<file path="config.mk">
export PLATFORM = sky130hd
export DESIGN_NAME = rf_write_arbiter
export DESIGN_NICKNAME = d
export VERILOG_FILES = /design/src/rtl/rf_pkg.sv /design/src/rtl/rf_wb_fifo.sv /design/src/rtl/rf_write_arbiter.sv
export SDC_FILE = /design/constraint.sdc
export NUM_CORES = 1
export LEC_CHECK = 0
export BUFFER_PORTS_ARGS = -buffer_cell sky130_fd_sc_hd__buf_2
export CAP_MARGIN = 20
export CORE_ASPECT_RATIO = 1.4
export CORE_MARGIN = 1
export CORE_UTILIZATION = 45
export CTS_CLUSTER_DIAMETER = 50
export DETAILED_ROUTE_END_ITERATION = 7
export PLACE_DENSITY = 0.74
export SKIP_LAST_GASP = 1
export SLEW_MARGIN = 20
export SYNTH_ARGS = -nofsm -noshare
export SYNTH_HDL_FRONTEND = slang
export SYNTH_SLANG_ARGS = --single-unit
</file>
<file path="constraint.sdc">
create_clock -name clk -period 3 [get_ports clk]
set_input_delay 0.3 -clock clk [delete_from_list [all_inputs] [get_ports clk]]
set_output_delay 0.3 -clock clk [all_outputs]
set_load 0.05 [all_outputs]
</file>
<file path="src/rtl/rf_pkg.sv">
// Shared types and constants for the register-file writeback arbiter.
package rf_pkg;

  localparam int unsigned RF_ADDR_W = 5;
  localparam int unsigned RF_DATA_W = 32;
  localparam int unsigned REG_X0    = 0;

  typedef struct packed {
    logic [RF_ADDR_W-1:0] rd;
    logic [RF_DATA_W-1:0] data;
  } wb_entry_t;

endpackage

</file>
<file path="src/rtl/rf_wb_fifo.sv">
// Per-source writeback FIFO; exposes entries in oldest-to-youngest order.
// RF_WB_FWD_EN adds the entry data view used by forwarding lookup.
module rf_wb_fifo
  import rf_pkg::*;
#(
  parameter int unsigned DEPTH = 2
) (
  input  logic                 clk,
  input  logic                 rst,
  input  logic                 push,
  input  wb_entry_t            din,
  input  logic                 pop,
  output wb_entry_t            dout,
  output logic                 full,
  output logic                 empty,
  output logic                 ent_valid [DEPTH],
  output logic [RF_ADDR_W-1:0] ent_rd    [DEPTH]
`ifdef RF_WB_FWD_EN
  ,
  output logic [RF_DATA_W-1:0] ent_data  [DEPTH]
`endif
);

  localparam int unsigned PTR_W = (DEPTH > 1) ? $clog2(DEPTH) : 1;
  localparam int unsigned CNT_W = $clog2(DEPTH) + 1;

  wb_entry_t        mem [DEPTH];
  logic [PTR_W-1:0] wr_ptr;
  logic [PTR_W-1:0] rd_ptr;
  logic [CNT_W-1:0] count;

  // Pointers and occupancy; caller never pushes when full or pops when empty.
  always_ff @(posedge clk or negedge rst) begin
    if (!rst) begin
      wr_ptr <= '0;
      rd_ptr <= '0;
      count  <= '0;
    end else begin
      if (push) wr_ptr <= wr_ptr + PTR_W'(1);
      if (pop)  rd_ptr <= rd_ptr + PTR_W'(1);
      case ({push, pop})
        2'b10:   count <= count + CNT_W'(1);
        2'b01:   count <= count - CNT_W'(1);
        default: count <= count;
      endcase
    end
  end

  always_ff @(posedge clk) begin
    if (push) mem[wr_ptr] <= din;
  end

  assign full  = (count == CNT_W'(DEPTH));
  assign empty = (count == '0);
  assign dout  = mem[rd_ptr];

  // Index 0 is the head; entries at index >= count are stale.
  always_comb begin
    for (int i = 0; i < DEPTH; i++) begin
      ent_valid[i] = (CNT_W'(i) < count);
      ent_rd[i]    = mem[rd_ptr + PTR_W'(i)].rd;
`ifdef RF_WB_FWD_EN
      ent_data[i]  = mem[rd_ptr + PTR_W'(i)].data;
`endif
    end
  end

endmodule

</file>
<file path="src/rtl/rf_write_arbiter.sv">
// Round-robin arbiter sharing the register-file write port between two sources.
// RF_WB_FWD_EN adds two combinational forwarding lookup ports.
module rf_write_arbiter
  import rf_pkg::*;
#(
  parameter int unsigned DEPTH  = 2,
  parameter int unsigned ADDR_W = RF_ADDR_W,
  parameter int unsigned DATA_W = RF_DATA_W
) (
  input  logic                 clk,
  input  logic                 rst,
  input  logic                 s0_valid,
  output logic                 s0_ready,
  input  logic [ADDR_W-1:0]    s0_rd,
  input  logic [DATA_W-1:0]    s0_data,
  input  logic                 s1_valid,
  output logic                 s1_ready,
  input  logic [ADDR_W-1:0]    s1_rd,
  input  logic [DATA_W-1:0]    s1_data,
  output logic                 RegWrite,
  output logic [ADDR_W-1:0]    write,
  output logic [DATA_W-1:0]    write_data,
  output logic [2**ADDR_W-1:0] busy
`ifdef RF_WB_FWD_EN
  ,
  input  logic [ADDR_W-1:0]    fwd_addr_1,
  input  logic [ADDR_W-1:0]    fwd_addr_2,
  output logic                 fwd_hit_1,
  output logic                 fwd_hit_2,
  output logic [DATA_W-1:0]    fwd_data_1,
  output logic [DATA_W-1:0]    fwd_data_2
`endif
);

  wb_entry_t            in0, in1, head0, head1;
  logic                 full0, empty0, full1, empty1;
  logic                 push0, push1, grant0, grant1;
  logic                 last_grant;
  logic                 ent_v0  [DEPTH];
  logic                 ent_v1  [DEPTH];
  logic [RF_ADDR_W-1:0] ent_rd0 [DEPTH];
  logic [RF_ADDR_W-1:0] ent_rd1 [DEPTH];
`ifdef RF_WB_FWD_EN
  logic [RF_DATA_W-1:0] ent_d0  [DEPTH];
  logic [RF_DATA_W-1:0] ent_d1  [DEPTH];
`endif

  // Writes to x0 complete the handshake but are dropped here.
  assign s0_ready = !full0;
  assign s1_ready = !full1;
  assign push0    = s0_valid && !full0 && (s0_rd != ADDR_W'(REG_X0));
  assign push1    = s1_valid && !full1 && (s1_rd != ADDR_W'(REG_X0));
  assign in0      = '{rd: RF_ADDR_W'(s0_rd), data: RF_DATA_W'(s0_data)};
  assign in1      = '{rd: RF_ADDR_W'(s1_rd), data: RF_DATA_W'(s1_data)};

  // last_grant=1 means src1 went last, so src0 wins the next tie.
  assign grant0 = !empty0 && (empty1 || last_grant);
  assign grant1 = !empty1 && (empty0 || !last_grant);

  rf_wb_fifo #(.DEPTH(DEPTH)) u_fifo0 (
    .clk       (clk),
    .rst       (rst),
    .push      (push0),
    .din       (in0),
    .pop       (grant0),
    .dout      (head0),
    .full      (full0),
    .empty     (empty0),
    .ent_valid (ent_v0),
    .ent_rd    (ent_rd0)
`ifdef RF_WB_FWD_EN
    ,
    .ent_data  (ent_d0)
`endif
  );

  rf_wb_fifo #(.DEPTH(DEPTH)) u_fifo1 (
    .clk       (clk),
    .rst       (rst),
    .push      (push1),
    .din       (in1),
    .pop       (grant1),
    .dout      (head1),
    .full      (full1),
    .empty     (empty1),
    .ent_valid (ent_v1),
    .ent_rd    (ent_rd1)
`ifdef RF_WB_FWD_EN
    ,
    .ent_data  (ent_d1)
`endif
  );

  // Registered write stage; index and data hold while idle.
  always_ff @(posedge clk or negedge rst) begin
    if (!rst) begin
      RegWrite   <= 1'b0;
      write      <= '0;
      write_data <= '0;
      last_grant <= 1'b1;
    end else if (grant0) begin
      RegWrite   <= 1'b1;
      write      <= ADDR_W'(head0.rd);
      write_data <= DATA_W'(head0.data);
      last_grant <= 1'b0;
    end else if (grant1) begin
      RegWrite   <= 1'b1;
      write      <= ADDR_W'(head1.rd);
      write_data <= DATA_W'(head1.data);
      last_grant <= 1'b1;
    end else begin
      RegWrite   <= 1'b0;
    end
  end

  always_comb begin
    busy = '0;
    for (int i = 0; i < DEPTH; i++) begin
      if (ent_v0[i]) busy[ent_rd0[i]] = 1'b1;
      if (ent_v1[i]) busy[ent_rd1[i]] = 1'b1;
    end
    if (RegWrite) busy[write] = 1'b1;
    busy[REG_X0] = 1'b0;
  end

`ifdef RF_WB_FWD_EN
  logic [ADDR_W-1:0] lk_addr [2];
  logic              lk_hit  [2];
  logic [DATA_W-1:0] lk_data [2];

  assign lk_addr[0] = fwd_addr_1;
  assign lk_addr[1] = fwd_addr_2;
  assign fwd_hit_1  = lk_hit[0];
  assign fwd_hit_2  = lk_hit[1];
  assign fwd_data_1 = lk_data[0];
  assign fwd_data_2 = lk_data[1];

  // Scan oldest to youngest so the last match is the youngest value.
  always_comb begin
    for (int p = 0; p < 2; p++) begin
      lk_hit[p]  = 1'b0;
      lk_data[p] = '0;
      if (RegWrite && (write == lk_addr[p])) begin
        lk_hit[p]  = 1'b1;
        lk_data[p] = write_data;
      end
      for (int i = 0; i < DEPTH; i++) begin
        if (ent_v0[i] && (ADDR_W'(ent_rd0[i]) == lk_addr[p])) begin
          lk_hit[p]  = 1'b1;
          lk_data[p] = DATA_W'(ent_d0[i]);
        end
      end
      for (int i = 0; i < DEPTH; i++) begin
        if (ent_v1[i] && (ADDR_W'(ent_rd1[i]) == lk_addr[p])) begin
          lk_hit[p]  = 1'b1;
          lk_data[p] = DATA_W'(ent_d1[i]);
        end
      end
      if (lk_addr[p] == ADDR_W'(REG_X0)) begin
        lk_hit[p]  = 1'b0;
        lk_data[p] = '0;
      end
    end
  end
`endif

endmodule

</file>
==> reports/results.ini <==
[clock_tree]
tritoncts=built
cts_made_buffers=17
cts_root_buffer=clkbuf_16
cts.reportedPaths.clkPinSlew_ns=0.07
cts-htree-levels=4
cts.path.max_buffers=2
clk_latency_ns=0.43
cts_sinks=195

[sta]
worst_pin_slew_ns=0.871
setup_viol=1
fmax_ghz=0.332
finalCriticalPeriod_ns=3.01
setup_ws_ns=-0.00988
slew_violations=0
finalCritPeriodShare=1.00
hold_viol_final=0
rsz0062_at_grt=true
clock_skew_ns=0.00932
slew_headroom=0.419

[synthesis]
synth_most_common_cell=edfxtp_1
synth-edff-count=148
synthAdderAreaFrac=0.0107
synthArstFlopShare=0.241
synthFlopType=edfxtp_1
synth_nets=795
syn-cell-area_sq_um=9330
synth_area_leaders=edfxtp_1, dfrtp_1, mux2i_1, o22ai_1, mux2_2
synth-xor-area-share=0.00751
synth_top_family_by_area=compound AO/OA/AOI/OAI gates
ys_ff_latch=195
synth_warnings=0
synth_top_area_cell=edfxtp_1
synth-compound-area-share=0.160
synth-simple-area-share=0.0981
ys_types=69
ys_seq_area_frac=0.603
syn_avg_cell_area_sq_um=13.2
synthTopCellsByCount=edfxtp_1, mux2i_1, o22ai_1, dfrtp_1, a21oi_1
synth.top_cell.area_share=0.477
synth.mux.area_fraction=0.0831
synthCells=709

[run_status]
violations=setup timing
outcome=finished with violations

[die]
row_count=61
io_pins=150
dieArea_sq_um=21300
core_sq_um=20100
die_width_um=124
start_util=0.465
dieHeight_um=172

[setup_path]
worstPathArrival_ns=2.71
crit_fanout=23
worst_setup_path_start_kind=register
rr_worst_depth=8
path_class=reg -> out
rr_endpoint=u_fifo0.count[1]$_DFFE_PN0P_
end_kind=primary output
reg2reg_from=u_fifo1.count[0]$_DFFE_PN0P_
crit_required_ns=2.70
r2r_setup_slack_ns=0.65

[placed_design]
io_buffers=148
dpl.cell_count=1091
dp.final_hpwl_um=18100
gp_congestion=1.01

[power_and_ir_drop]
pwr-share-clk=0.163
p_int_mw=6.87
peakVddDrop_uv=788
p_switching_mw=6.08
comb_power_share=0.495
p_leak_nw=4.34
switching_share=0.469
power_density_nw_per_um2=1180
seq_power_share=0.342

[detailed_routing]
viasPerCell=6.12
wl_um=26000
drtIter0Drc=652
first_pass_iters=5
drc=0
dr_total_vias=6886
wire_per_inst_um=23.1
ant_nets=0

[hold_path]
holdPathStages=1
worstHoldEndpoint=u_fifo0.mem[1][8]$_DFFE_PP_
holdCritStartpoint=s0_data[8]
hold_class=in -> reg

[final_layout]
final_nets=946
fillCellCount=1692
fin_util=0.546
syn_to_final_growth_pct=17.5
drive_above_1_share=0.305
layout.cells.non_filler=1125
antennaDiodeCount=0

[global_routing]
met2_usage=0.430
grt.met1_usage=0.282
grt_busiest_layer=met2
met3_usage=0.0505
grt_pass1_wl_um=38800
grt-ovfl-total=0
antenna_found_initial=1
grt_start_max_net_pins=44
grtUsageTotal=0.253
grt_pass1_vias=6776

[job]
maxCapViolations=0

worst max-delay path: stages, from the launching register on:
cell and delay, ns:
dfrtp_4 0.60, buf_4 0.24, o32ai_2 0.60, a32oi_1 0.37
nand3_1 0.18, buf_2 0.28
cell type report:
class / count / area [sq um] / share of cell area
Clock inverter: 14 / 118 / 0.0107
Timing Repair Buffer: 175 / 946 / 0.0863
Inverter: 24 / 90.1 / 0.00822
Clock buffer: 18 / 439 / 0.0401
Sequential cell: 195 / 5630 / 0.514
Tap cell: 252 / 315 / 0.0288
Multi-Input combinational cell: 447 / 3420 / 0.312
power groups by stage:
| stage | clock (mW) | sequential (mW) | combinational, mW |
|---|---|---|---|
| 3_3_place_gp | 0 | 4.44 | 6.26 |
| 2_1_floorplan | 0 | 5.09 | 3.97 |
| 3_5_place_dp | 0 | 4.46 | 6.32 |
| 5_1_grt | 2.24 | 4.52 | 6.81 |
| 6_report | 2.11 | 4.44 | 6.41 |
| 4_1_cts | 2.15 | 4.41 | 6.35 |
worst max-delay path by stage:
stage | from | end | cells after the start
2_1_floorplan | u_fifo0.count[0]$_DFFE_PN0P_ | u_fifo0.mem[0][0]$_DFFE_PP_ | 5
3_3_place_gp | u_fifo0.rd_ptr$_DFFE_PN0P_ | busy[18] | 6
3_5_place_dp | u_fifo0.rd_ptr$_DFFE_PN0P_ | busy[18] | 6
4_1_cts | u_fifo1.count[0]$_DFFE_PN0P_ | busy[2] | 7
5_1_grt | u_fifo0.rd_ptr$_DFFE_PN0P_ | busy[10] | 5
6_report | u_fifo0.rd_ptr$_DFFE_PN0P_ | busy[10] | 5
flip-flops by register name, indices dropped and copies added (netlist names):
signal	cells
u_fifo0.mem	74
u_fifo1.mem	74
write_data	32
write	5
u_fifo0.count	2
u_fifo1.count	2
RegWrite	1
last_grant	1
u_fifo0.rd_ptr	1
u_fifo0.wr_ptr	1
u_fifo1.rd_ptr	1
u_fifo1.wr_ptr	1
cells in the final DEF (no fill, tap or decap), types with 4 or more instances in the layout:
cell type and count:
nand4b_1 5, ha_1 7, o32ai_2 4, edfxtp_1 148, clkbuf_16 17, nand2b_1 24, nor2b_1 6, a32oi_1 19
inv_6 6, o22ai_1 47, buf_2 148, a22oi_1 10, a31oi_1 6, a211oi_1 4, dfrtp_1 44, nand2_1 23
clkinv_2 4, a221oi_1 9, a211oi_2 4, a211o_1 5, buf_4 26, nor2_1 26, a21o_1 12, xnor2_1 8
mux2i_1 49, a32o_1 6, inv_1 23, mux2_2 24, a21oi_1 33, o22a_1 10, nand3b_1 9, o21ai_0 6
nand3_1 30, nor2_4 4
per-stage QoR:
| step | TNS [ns] | setup slack, ns | hold slack, ns | cell area [sq um] | total power, mW |
|---|---|---|---|---|---|
| floorplan | -28.10 | -0.192 | 0.00441 | 9330 | 9.06 |
| global placement | 0 | 0.468 | 0.347 | 10300 | 10.7 |
| detailed placement | 0 | 0.456 | 0.353 | 10300 | 10.8 |
| CTS | 0 | 0.0320 | 0.0406 | 10900 | 12.9 |
| global route | -0.361 | -0.0895 | 0.0451 | 11000 | 13.6 |
| finish | -0.00988 | -0.00988 | 0.0571 | 11000 | 13.0 |
cells by family (layout without fill, tap and decap cells):
group / count (synthesis) / count (layout)
multiplexers: 74 / 74
adder cells (fa/ha/maj): 8 / 8
AND/OR/NAND/NOR: 159 / 159
buffers and inverters: 67 / 231
XOR/XNOR: 8 / 8
other: 1 / 1
AO/OA/AOI/OAI: 197 / 197
flip-flops: 195 / 195
per-layer routing:
metal	wire [um]	part of all wire
met1	9670	0.37
met5	13	0.00050
met4	1570	0.060
met3	1560	0.060
met2	13200	0.51
what timing repair did:
item	in CTS	in global routing
setup endpoints to repair	1	28
endpoints found under the hold margin	24	0
hold buffers	1	0
resized for setup	0	5
cloned	0	0
setup buffers	1	0
Power figures use the tool's default switching activity.
